File: src/rtl/pdm_seq_pkg.sv
// pdm_seq_pkg
// Shared definitions for the PDM level sequencer: FSM state encoding and
// default parameter values used by pdm_level_sequencer and pdm_seq_timer.
// No ports.
package pdm_seq_pkg;

    typedef enum logic [0:0] {
        ST_IDLE = 1'b0,
        ST_PLAY = 1'b1
    } pdm_seq_state_e;

    localparam int PDM_SEQ_LEVEL_W = 5;
    localparam int PDM_SEQ_DEPTH   = 8;
    localparam int PDM_SEQ_PERIOD  = 64;

endpackage

File: src/rtl/pdm_seq_timer.sv
// pdm_seq_timer
// Period counter for the level sequencer. Counts 0..PERIOD-1 while enabled
// and raises tick for the single cycle in which the count sits at PERIOD-1
// (the cycle before it wraps back to 0).
// Ports:
//   clk    in  : clock, rising edge
//   reset  in  : synchronous, active-high
//   clr_i  in  : force the count to 0 (takes priority over en_i)
//   en_i   in  : advance the count
//   tick_o out : high for one cycle on the wrap
module pdm_seq_timer
    import pdm_seq_pkg::*;
#(
    parameter int PERIOD = PDM_SEQ_PERIOD
) (
    input  logic clk,
    input  logic reset,
    input  logic clr_i,
    input  logic en_i,
    output logic tick_o
);

    localparam int CW = (PERIOD > 2) ? $clog2(PERIOD) : 1;

    logic [CW-1:0] cnt_q, cnt_d;
    logic          at_wrap;

    assign at_wrap = (cnt_q == CW'(PERIOD - 1));
    assign tick_o  = en_i && at_wrap;

    always_comb begin
        cnt_d = cnt_q;
        if (clr_i) begin
            cnt_d = '0;
        end else if (en_i) begin
            cnt_d = at_wrap ? '0 : cnt_q + CW'(1);
        end
    end

    always_ff @(posedge clk) begin
        if (reset) begin
            cnt_q <= '0;
        end else begin
            cnt_q <= cnt_d;
        end
    end

endmodule

File: src/rtl/pdm_level_sequencer.sv
// pdm_level_sequencer
// Plays a programmed table of PDM levels, one write every PERIOD cycles,
// driving the PDM write port without host involvement per step.
// Optional build macro PDM_SEQ_LOOP_EN: when defined, playback wraps from the
// last entry back to entry 0 until stopped and done is never raised.
// Ports:
//   clk, reset            : clock and synchronous active-high reset
//   cfg_we/addr/data      : table write port (accepted only in IDLE)
//   cfg_last              : last index to play, latched on start
//   start, stop           : playback control pulses (stop wins)
//   busy                  : high while playing
//   done                  : one-cycle pulse at end of one-shot playback
//   pdm_we, pdm_level     : PDM write strobe and level
//   step_idx              : table index currently presented
//
// state   | meaning
// --------+------------------------------------------------
// ST_IDLE | waiting for start; table writable
// ST_PLAY | stepping through the table, one write per period
module pdm_level_sequencer
    import pdm_seq_pkg::*;
#(
    parameter int LEVEL_W = PDM_SEQ_LEVEL_W,
    parameter int DEPTH   = PDM_SEQ_DEPTH,
    parameter int PERIOD  = PDM_SEQ_PERIOD
) (
    input  logic                       clk,
    input  logic                       reset,
    input  logic                       cfg_we,
    input  logic [$clog2(DEPTH)-1:0]   cfg_addr,
    input  logic [LEVEL_W-1:0]         cfg_data,
    input  logic [$clog2(DEPTH)-1:0]   cfg_last,
    input  logic                       start,
    input  logic                       stop,
    output logic                       busy,
    output logic                       done,
    output logic                       pdm_we,
    output logic [LEVEL_W-1:0]         pdm_level,
    output logic [$clog2(DEPTH)-1:0]   step_idx
);

    localparam int AW = $clog2(DEPTH);

    pdm_seq_state_e     state_q, state_d;
    logic [LEVEL_W-1:0] table_q [DEPTH];
    logic [LEVEL_W-1:0] table_d [DEPTH];
    logic [AW-1:0]      last_q, last_d;
    logic [AW-1:0]      step_q, step_d;
    logic [AW-1:0]      step_nx;
    logic [LEVEL_W-1:0] level_q, level_d;
    logic               we_q, we_d;
    logic               done_q, done_d;
    logic               tick;
    logic               timer_clr;

    // Counter is held at 0 outside playback so the first period after a
    // start is exactly PERIOD cycles long.
    assign timer_clr = (state_q == ST_IDLE) || stop;

    pdm_seq_timer #(.PERIOD(PERIOD)) u_timer (
        .clk    (clk),
        .reset  (reset),
        .clr_i  (timer_clr),
        .en_i   (state_q == ST_PLAY),
        .tick_o (tick)
    );

    assign step_nx = step_q + AW'(1);

    // Table next-state; start reads table_d so a same-cycle write is seen.
    always_comb begin
        table_d = table_q;
        if (cfg_we && (state_q == ST_IDLE)) begin
            table_d[cfg_addr] = cfg_data;
        end
    end

    always_comb begin
        state_d = state_q;
        last_d  = last_q;
        step_d  = step_q;
        level_d = level_q;
        we_d    = 1'b0;
        done_d  = 1'b0;
        unique case (state_q)
            ST_IDLE: begin
                if (start && !stop) begin
                    state_d = ST_PLAY;
                    last_d  = cfg_last;
                    step_d  = '0;
                    level_d = table_d[0];
                    we_d    = 1'b1;
                end
            end
            ST_PLAY: begin
                if (stop) begin
                    state_d = ST_IDLE;
                end else if (tick) begin
                    if (step_q < last_q) begin
                        step_d  = step_nx;
                        level_d = table_q[step_nx];
                        we_d    = 1'b1;
                    end else begin
`ifdef PDM_SEQ_LOOP_EN
                        step_d  = '0;
                        level_d = table_q[0];
                        we_d    = 1'b1;
`else
                        state_d = ST_IDLE;
                        done_d  = 1'b1;
`endif
                    end
                end
            end
            default: state_d = ST_IDLE;
        endcase
    end

    always_ff @(posedge clk) begin
        if (reset) begin
            state_q <= ST_IDLE;
            last_q  <= '0;
            step_q  <= '0;
            level_q <= '0;
            we_q    <= 1'b0;
            done_q  <= 1'b0;
            for (int i = 0; i < DEPTH; i++) begin
                table_q[i] <= '0;
            end
        end else begin
            state_q <= state_d;
            last_q  <= last_d;
            step_q  <= step_d;
            level_q <= level_d;
            we_q    <= we_d;
            done_q  <= done_d;
            for (int i = 0; i < DEPTH; i++) begin
                table_q[i] <= table_d[i];
            end
        end
    end

    assign busy      = (state_q == ST_PLAY);
    assign done      = done_q;
    assign pdm_we    = we_q;
    assign pdm_level = level_q;
    assign step_idx  = step_q;

endmodule

File: config.mk
export PLATFORM = sky130hd
export DESIGN_NAME = pdm_level_sequencer
export DESIGN_NICKNAME = d
export VERILOG_FILES = /design/src/rtl/pdm_seq_pkg.sv /design/src/rtl/pdm_seq_timer.sv /design/src/rtl/pdm_level_sequencer.sv
export SDC_FILE = /design/constraint.sdc
export NUM_CORES = 1
export LEC_CHECK = 0
export ABC_AREA = 1
export BUFFER_PORTS_ARGS = -buffer_cell sky130_fd_sc_hd__clkbuf_2
export CAP_MARGIN = 15
export CORE_MARGIN = 4
export CORE_UTILIZATION = 50
export CTS_CLUSTER_DIAMETER = 60
export DETAILED_ROUTE_END_ITERATION = 8
export PLACE_DENSITY = 0.72
export SYNTH_ARGS = -nofsm -noshare
export SYNTH_HDL_FRONTEND = slang
export SYNTH_SLANG_ARGS = --single-unit
File: constraint.sdc
create_clock -name clk -period 1.4 [get_ports clk]
set_input_delay 0.14 -clock clk [delete_from_list [all_inputs] [get_ports clk]]
set_output_delay 0.14 -clock clk [all_outputs]
set_load 0.02 [all_outputs]
---- Yosys cells after proc, flatten, opt, wreduce, memory -nomap -nowiden ----
Index checks and enable logic that the tools add are counted.
storage, ports and cells
  register bits ........................... 60
  latch bits .............................. 0
  bits in writable memories ............... 0
  ROM bits ................................ 0
  input bits .............................. 16
  output and inout bits ................... 11
  word-level logic and storage cells ...... 67
  memories kept ........................... 0
operators by class
  add/subtract/negate cells ............... 2
  $mul .................................... 0
  divide/modulo/power cells ............... 0
  $lt $le $gt $ge ......................... 4
  equality and inequality tests ........... 5
  shift operators ......................... 0
  multiplexer cells ....................... 27
  bitwise logic cells ..................... 4
  reductions and logical operators ........ 10
operators by type and width
  cell                                                   count
  bitwise mux 40 bit                                     1
  two-way mux 40 bit                                     1
  two-way mux 5 bit                                      7
  binary-select mux 5 bit (select 3 bit)                 1
  demux 5 bit (select 3 bit)                             1
  two-way mux 3 bit                                      4
  case mux 5 bit (2 select lines)                        1
  >= comparator 4 bit, second input constant             2
  NOT 3 -> 4 bit                                         2
  two-way mux 1 bit                                      7
  adder 6 x 1 -> 6 bit, second input constant            1
  == test 6 bit, second input constant                   1
  two-way mux 6 bit                                      1
  inequality test 2 x 1 -> 1 bit, second input constant  3
  case mux 3 bit (2 select lines)                        1
  logical AND 1 bit                                      4
  < comparator 4 x 1 -> 1 bit, second input constant     1
  case mux 1 bit (2 select lines)                        2
  AND reduction 4 bit                                    1
  OR reduction 4 bit                                     1
  adder 3 x 1 -> 3 bit, second input constant            1
  < comparator 3 bit                                     1
  inequality test 2 bit, second input constant           1
  NOT 1 bit                                              2
  4 further kinds                                        4

---- Depth between registers and ports, before layout ----
Gate-level depths: netlist (run 1).
  depth in word-level cells ............... 9
  depth in mapped cells ................... 11
  depth with buffers taken out ............ 9

---- Cells and area by module ----
From an unflattened synthesis (run 1), not the netlist that was laid out.
second synthesis, totals
  cells, all modules ...................... 422
  area total of the unflattened synthesis .. 2916.5 µm²
by module, submodules not included
  module               times used  cells an instance  area an instance (µm²)  sequential area each (µm²)
  pdm_level_sequencer  1           378                2627.5                  1081.0
  pdm_seq_timer        1           44                 289.0                   120.1

---- Least setup slack after synthesis (run 1) ----
No wires, ideal clock.
  kind .................................... register -> register
  start point ............................. register step_q[2] (netlist: step_idx[2])
  end point ............................... register level_q[0] (netlist: pdm_level[0])
  setup time .............................. 0.111 ns
  arrival ................................. 1.527 ns
  data required time ...................... 1.289 ns
  path slack .............................. -0.238 ns
  cell stages (with the launch flop) ...... 9
  path buffers ............................ 1
  period minus slack after synthesis ...... 1.638 ns
  cells stage by stage .................... dfxtp_1 -> ha_1 -> a21oi_1 -> nand3_2 -> nand2_4 -> nand2_4 -> buf_6 -> nor2_1 -> nor2_1
on the way
  cells in the longest elaborated chain, start to end .. 9
  elaborated cells on any way between the ends .. 12
  those cells by class .................... add/sub (1); order compare (1); eq/ne (1); mux (7); bitwise (1); reduce/logical (1)
ends and longest elaborated chain
  item                                                   RTL line                    text
  start, declared                                        pdm_level_sequencer.sv:48   logic [AW-1:0] step_q, step_d;
  start signal, assigned                                 pdm_level_sequencer.sv:133  step_q <= step_d;
  adder 3 x 1 -> 3 bit                                   pdm_level_sequencer.sv:68   assign step_nx = step_q + AW'(1);
  NOT 3 -> 4 bit (not written as such)                   pdm_level_sequencer.sv:101  level_d = table_q[step_nx];
  binary-select mux 5 bit (select 3 bit)                 pdm_level_sequencer.sv:101
  two-way mux 5 bit (not written as such) (2 in series)  pdm_level_sequencer.sv:101
  two-way mux 5 bit                                      pdm_level_sequencer.sv:99   if (step_q < last_q) begin
  two-way mux 5 bit                                      pdm_level_sequencer.sv:98   end else if (tick) begin
  two-way mux 5 bit                                      pdm_level_sequencer.sv:96   if (stop) begin
  case mux 5 bit (2 select lines)                        pdm_level_sequencer.sv:85   unique case (state_q)
  end signal, assigned                                   pdm_level_sequencer.sv:134  level_q <= level_d;
  end, declared                                          pdm_level_sequencer.sv:50   logic [LEVEL_W-1:0] level_q, level_d;
Parallel ways exist; a longest one is shown, timed or not. The select of a mux whose other input is x is not followed.
A chain may end at the register's enable or synchronous reset.

---- Final worst setup path (run 1) ----
  start point ............................. register last_q[2]
  end point ............................... register level_q[1] (netlist: pdm_level[1])
on the way
  cells in the longest elaborated chain, start to end .. 3
ends and longest elaborated chain
  item                                      RTL line                    text
  start, declared                           pdm_level_sequencer.sv:47   logic [AW-1:0] last_q, last_d;
  start signal, assigned                    pdm_level_sequencer.sv:132  last_q <= last_d;
  < comparator 3 bit                        pdm_level_sequencer.sv:99
  inequality test 2 x 1 -> 1 bit (no line)  --
  AND reduction 4 bit (no line)             --
Every way passes these cells.

==> summary.txt, run 1 <==
Status
  – Status: complete, no violations

Yosys
  – Synth Register Bits: 60
  – Mapped Cells: ~430
  – Unique masters post-synth: 33
  – Syn nets: 446
  – Main synth FF type: dfxtp_1
  – Fraction of registers with async set/reset: 0%
  – Post-synthesis sequential area ratio: 40.42%
  – Mapped Avg Cell Area: roughly 7 um^2
  – Cell area after synthesis: 2972 um^2
  – Yosys warning count: 0
  – Post-synth EDFFs: 0

Worst setup path
  – Critical path required time: 1.64 ns
  – Max stage delay on crit path: around 0.32 ns
  – CP max-delay cell: dfxtp_2
  – Worst Path Max Fanout: 6
  – Critical-path cell list: inv_2 -> ha_4 -> a21oi_4 -> nand3_4 -> nand2_8 -> nand2_4 -> nor2_2 -> nor2_1
  – CP Capture Type: register
  – Worst setup SP type: register
  – Critical path arrival: about 1.6 ns
  – WS Path Type: register to register

Timing
  – RSZ-0062 raised after global routing: yes
  – Post-Route Skew: about 0.0049 ns
  – Setup TNS: 0 ns
  – Minimum clock period: between 1 and 1.5 ns
  – Slew @ Worst Pin: about 0.36 ns
  – Final slew viol count: 0
  – Relative slew slack: between 70 and 80%
  – Setup ws final: 0.007878 ns
  – F_max: 718.3 MHz
  – Crit share post-route: 99.44%
  – Final Hold Viols: 0
  – Setup violations, final: 0

Placement
  – Cell Area, Placed: 3227 um^2
  – Post-DP HPWL: 4.855 mm
  – Pre-CTS WS: -0.04410 ns
  – Buffers on Ports: 26
  – Placer congestion estimate: 0.8388

Routing
  – Wirelength, routed: 7.131 mm
  – DR iter-0 viols: about 180
  – DRC Markers: 0
  – DR vias: 2705
  – Drt via density: 4.982
  – DRT Pass-1 Iters: 4
  – ANT nets after route: 0
  – Routed len/inst: 13.13 um

Floorplanning
  – Die Span X: 85.09 um
  – Die height: roughly 85 um
  – Core area: 5642 um^2
  – Initial Util: 52.67%
  – Area of the die: 7240 um^2
  – I/O pin cnt: 27
  – Row count: 27

Layout
  – Area Overhead vs Synth: 22.53%
  – Post-layout util: 64.54%
  – Share of post-route cells with drive strength above 1: 22.93%
  – Design area: 3641 um^2
  – Filler cells: 501
  – Antenna Cells: 0
  – Final net count: 488

Run
  – Max Cap Violations: 0

Clock tree
  – CTS tree: done
  – Root Buffer Master: clkbuf_8
  – Worst-path clk slew: 0.07 ns
  – TritonCTS Buffers: 9
  – Clk buf depth: 2
  – Clock Sinks: 60
  – CTS Hold Bufs: 0
  – Clock Latency Late Sink: 0.34 ns
  – H-tree depth: 3

Global route
  – Largest net degree at the start of global routing: 46
  – Tot GR Track Use: 20.23%
  – Vias in the first global route: 2446
  – Total congestion overflow: 0
  – First-pass GRT wire length: 11.66 mm
  – Initial antenna violation count: 0

Power
  – Leakage: 1.612 nW
  – Pwr/cell area: 1152 nW/um^2
  – Power Total: 4.194 mW
  – Maximum VDD drop: 576.3 uV

Min path
  – Worst Hold Class: primary input to register
[through the flow]
stage / std cells / hold WS (ns)
6_report: 543 / 0.07064
5_1_grt: 543 / 0.08870
4_1_cts: 536 / 0.06729
3_5_place_dp: 521 / 0.4305
3_3_place_gp: 521 / 0.4202
2_1_floorplan: 426 / 0.2877
[cell usage after synthesis, types with 2 or more instances]
cell type   n  area (um^2)
buf_2       7        35.03
buf_6       3        33.78
nand2_1    98        367.9
o21ai_1     2        10.01
nand2_2     8        50.05
inv_1      60        225.2
nand3_1    30        150.1
nand4_1     5        31.28
clkbuf_1    2        7.510
nand3_2     4        40.04
ha_1        4        50.05
nor3_1      2        10.01
o21ai_0    36        180.2
buf_4       2        15.01
nor2_4      2        22.52
xor2_1      2        17.52
dfxtp_1    60         1201
a21oi_1    44        220.2
nor2_1     38        142.6
nand2_4     3        33.78
nor2_8      2        40.04
[cells by family (layout without fill, tap and decap cells)]
group / after synthesis / in the layout / synth area share (%)
AO/OA/AOI/OAI: 84 / 84 / 14.27
XOR/XNOR: 3 / 3 / 0.8844
adder cells (fa/ha/maj): 4 / 4 / 1.684
flip-flops: 60 / 60 / 40.42
AND/OR/NAND/NOR: 196 / 197 / 30.82
buffers and inverters: 79 / 123 / 11.92
[placed cells by master, fill, tap and decap left out, types with 3 or more instances in the layout]
master    count
a21oi_1      43
nand2_2      10
clkbuf_8     11
o21ai_0      36
clkbuf_2     26
dfxtp_1      53
dfxtp_2       4
buf_12        3
nand3_2       4
nand2_1      96
nand4_1       5
dfxtp_4       3
nor2_2        6
nand3_1      28
inv_1        58
ha_4          4
nor2_1       33
buf_4        15
[cell type report]
class | instances | area (um^2) | share of cell area (%)
Clock buffer | 12 | 155.1 | 4.261
Sequential cell | 60 | 1217 | 33.44
Clock inverter | 2 | 35.03 | 0.9622
Multi-Input combinational cell | 288 | 1559 | 42.82
Timing Repair Buffer | 45 | 327.8 | 9.003
Inverter | 64 | 256.5 | 7.045
Tap cell | 72 | 90.09 | 2.474
[metal layers]
layer  routed length, um  global-route usage [%]
met1                3468                   27.79
met2                3174                   29.73
met3                 378                   5.534
met4                 109                   8.633
met5                   0                       0
[final timing paths]
kind | from | cells after the start | slack (ns) | end
max reg2reg | last_q[2] | 8 | 0.008 | pdm_level[1]
max | last_q[2] | 8 | 0.008 | pdm_level[1]
min reg2reg | register | 2 | 0.45 | register
min | cfg_last[2] | 3 | 0.07 | last_q[2]
[worst max-delay path: cells and delay by family (launching register included)]
kind,cells,cell delay [ns]
adder cells (fa/ha/maj),1,0.22
AO/OA/AOI/OAI,1,0.18
flip-flops,1,0.32
buffers and inverters,1,0.08
AND/OR/NAND/NOR,5,0.48
[power by group]
part           switching [mW]  total (mW)  internal [mW]  leakage (nW)
logic                   0.498       0.824          0.326          1.02
registers              0.0341        1.81           1.78         0.492
clock network           0.660        1.56          0.897        0.0983
[timing repair]
action                                  in CTS  in global routing
endpoints found under the setup margin       6                 17
resized for setup                            7                 26
pin swaps                                    2                  8
gates cloned                                 1                  1
setup buffers                                0                  6
No activity file was read; power rests on OpenSTA's default activity.
==> inputs of run 2 (changes only) <==
--- a/config.mk
+++ b/config.mk
@@ -12,7 +12,7 @@
 export CORE_UTILIZATION = 50
 export CTS_CLUSTER_DIAMETER = 60
 export DETAILED_ROUTE_END_ITERATION = 8
-export PLACE_DENSITY = 0.72
+export PLACE_DENSITY = 0.69
 export SYNTH_ARGS = -nofsm -noshare
 export SYNTH_HDL_FRONTEND = slang
 export SYNTH_SLANG_ARGS = --single-unit
==> constraint.sdc (replaced) <==
create_clock -name clk -period 1.7 [get_ports clk]
set_input_delay 0.17 -clock clk [delete_from_list [all_inputs] [get_ports clk]]
set_output_delay 0.17 -clock clk [all_outputs]
set_load 0.02 [all_outputs]
==> run 2 against run 1 <==
Compared with the run above:
- core utilization fell by 4.2 points
- fmax decreased by 9.5%
- routed wire length down 2.3%
- sequential power down 18%
- die area stayed put
- first-iteration DRC count shrank 26%
- global-route usage up 0.088 points
- non-clock buffer count shrank 10
- register-to-register slack better by 0.15 ns
- largest power group is now the clock network
==> summary.txt, run 2 (synthesized netlist as in run 1, its figures left out) <==
Layout
  – Design area: 3406 um^2
  – Finished Layout Cells: 534
  – Share of post-route cells with drive strength above 1: around 16%
  – Antenna Cells: 0
  – Final net count: 477
  – Area Overhead vs Synth: 14.61%
  – Commonest non-fill, non-tap cell in the layout: nand2_1
  – Most frequent cells in the layout: nand2_1 (98), inv_1 (60), dfxtp_1 (60)

Worst setup path
  – Critical-path cell list: buf_4 -> clkinv_4 -> nand2_2 -> nand3_2 -> nand3_2 -> nand2_4 -> nand2_4 -> nand2_1 -> nand2_1 -> nor2_1
  – CP Buf/Inv Count: 2
  – CP Capture Type: register
  – Crit path max-delay family: simple AND/OR/NAND/NOR gates
  – Worst Path Max Fanout: 18
  – Critical path arrival: 1.77 ns
  – Worst setup SP type: register
  – CP max-delay cell: dfxtp_1
  – Critical path required time: 1.93 ns
  – Max stage delay on crit path: 0.33 ns
  – WS Path Type: register to register

Clock tree
  – Root Buffer Master: clkbuf_8
  – Clk buf depth: 2
  – Worst-path clk slew: about 0.070 ns
  – Post-CTS setup repair buffer count: 0
  – Clock Sinks: 60
  – Post-CTS sizing: 0
  – H-tree depth: 3
  – TritonCTS Buffers: 9
  – Clock Latency Late Sink: 0.34 ns
  – CTS tree: done
  – CTS Hold Bufs: 0

Routing
  – Wirelength, routed: roughly 7.0 mm
  – Drt via density: about 5
  – DR iter-0 viols: 134
  – Routed len/inst: between 10 and 15 um
  – Metal-1 WL: 3.395 mm
  – DRC Markers: 0
  – Top Layer Used: met4
  – Metal2 WL: 2.971 mm
  – DRT Pass-1 Iters: 4
  – DR vias: 2684
  – Routed wire length on met3: roughly 480 um
  – ANT nets after route: 0

Power
  – Combinational share of power: 15.8%
  – Clk network pwr share: a little over two fifths
  – Sw frac: 27.00%
  – Pwr/cell area: about 1000 nW/um^2
  – Leakage: 1.548 nW
  – Maximum VDD drop: slightly below 500 uV
  – Psw: 0.9588 mW
  – Cell Int Power: ~2.6 mW
  – Power Total: 3.552 mW
  – Sequential share of power: 42.0%

Global route
  – First-pass GRT wire length: 11.64 mm
  – Tot GR Track Use: 20.32%
  – Vias in the first global route: 2436
  – Total congestion overflow: 0
  – Largest net degree at the start of global routing: 38
  – Initial antenna violation count: 0

Placement
  – Placer congestion estimate: between 0.8 and 0.9
  – Post-DP HPWL: 4.880 mm
  – Inst Count DP: 518
  – Buffers on Ports: 26
  – Cell Area, Placed: about 3200 um^2

Min path
  – Worst Hold Class: primary input to register

Timing
  – Minimum clock period: 1.538 ns
  – Post-Route Skew: 0.007222 ns
  – Setup violations, final: 0
  – Final slew viol count: 0
  – Crit share post-route: 90.47%
  – F_max: 650.2 MHz
  – Final Hold Viols: 0
  – RSZ-0062 raised after global routing: no
  – Setup TNS: 0 ns
  – Relative slew slack: just over 70%
  – WHS: 0.1077 ns
  – Slew @ Worst Pin: just over 0.4 ns

Floorplanning
  – Die height: 85.09 um
  – Area of the die: 7240 um^2
  – Core area: 5642 um^2
  – Initial Util: 52.67%
  – Row count: 27
  – I/O pin cnt: 27
  – Die Span X: 85.09 um

Run
  – Max Cap Violations: 0

Status
  – Status: complete, no violations
[run 2: cell count changes in the layout (fill, tap and decap cells not counted), sizes merged]
cell,change
buf,-9
clkinv,+1
clkbuf,-1
bufinv,+1
nand2,-1
[run 2: final cells by class]
| cell class | count | area (um^2) |
|---|---|---|
| clock buffers | 12 | 165.2 |
| well taps | 72 | 90.09 |
| multi-input cells | 287 | 1420 |
| repair buffers | 35 | 210.2 |
| flip-flops and latches | 60 | 1201 |
| fillers | 548 | 2236 |
| clock inverters | 4 | 70.07 |
| inverters | 64 | 249.0 |
[run 2: per-stage QoR]
step	setup slack (ns)	utilization [%]
2_1_floorplan	0.06154	-
3_3_place_gp	0.1818	56.13
3_5_place_dp	0.1805	56.13
4_1_cts	0.1682	60.30
5_1_grt	0.01092	60.37
6_report	0.1621	60.37
[run 2: power by group through the flow]
stage	clock network, mW	registers (mW)	logic, mW
final	1.50	1.49	0.560
after global routing	1.61	1.50	0.631
after CTS	1.52	1.49	0.557
after detailed placement	0	1.52	0.552
after global placement	0	1.52	0.550
after floorplan	0	1.55	0.375
[run 2: worst register-to-register path, cell delays in order (launching register included)]
cell,delay (ns)
dfxtp_1,0.33
buf_4,0.25
clkinv_4,0.21
nand2_2,0.11
nand3_2,0.07
nand3_2,0.08
nand2_4,0.08
nand2_4,0.14
nand2_1,0.07
nand2_1,0.06
nor2_1,0.04
[run 2: path summary, 6_finish.rpt]
path	startpoint	end	slack, ns	depth (start not counted)
max	step_idx[0]	step_idx[0]	0.16	10
min	cfg_last[1]	last_q[1]	0.11	3
max reg2reg	step_idx[0]	step_idx[0]	0.16	10
min reg2reg	register	register	0.45	2
[run 2: per-layer routing]
metal	global-route usage, %	up-vias
li1	-	1415
met5	0	-
met2	29.59	77
met1	28.38	1181
met3	6.214	11
met4	7.050	0
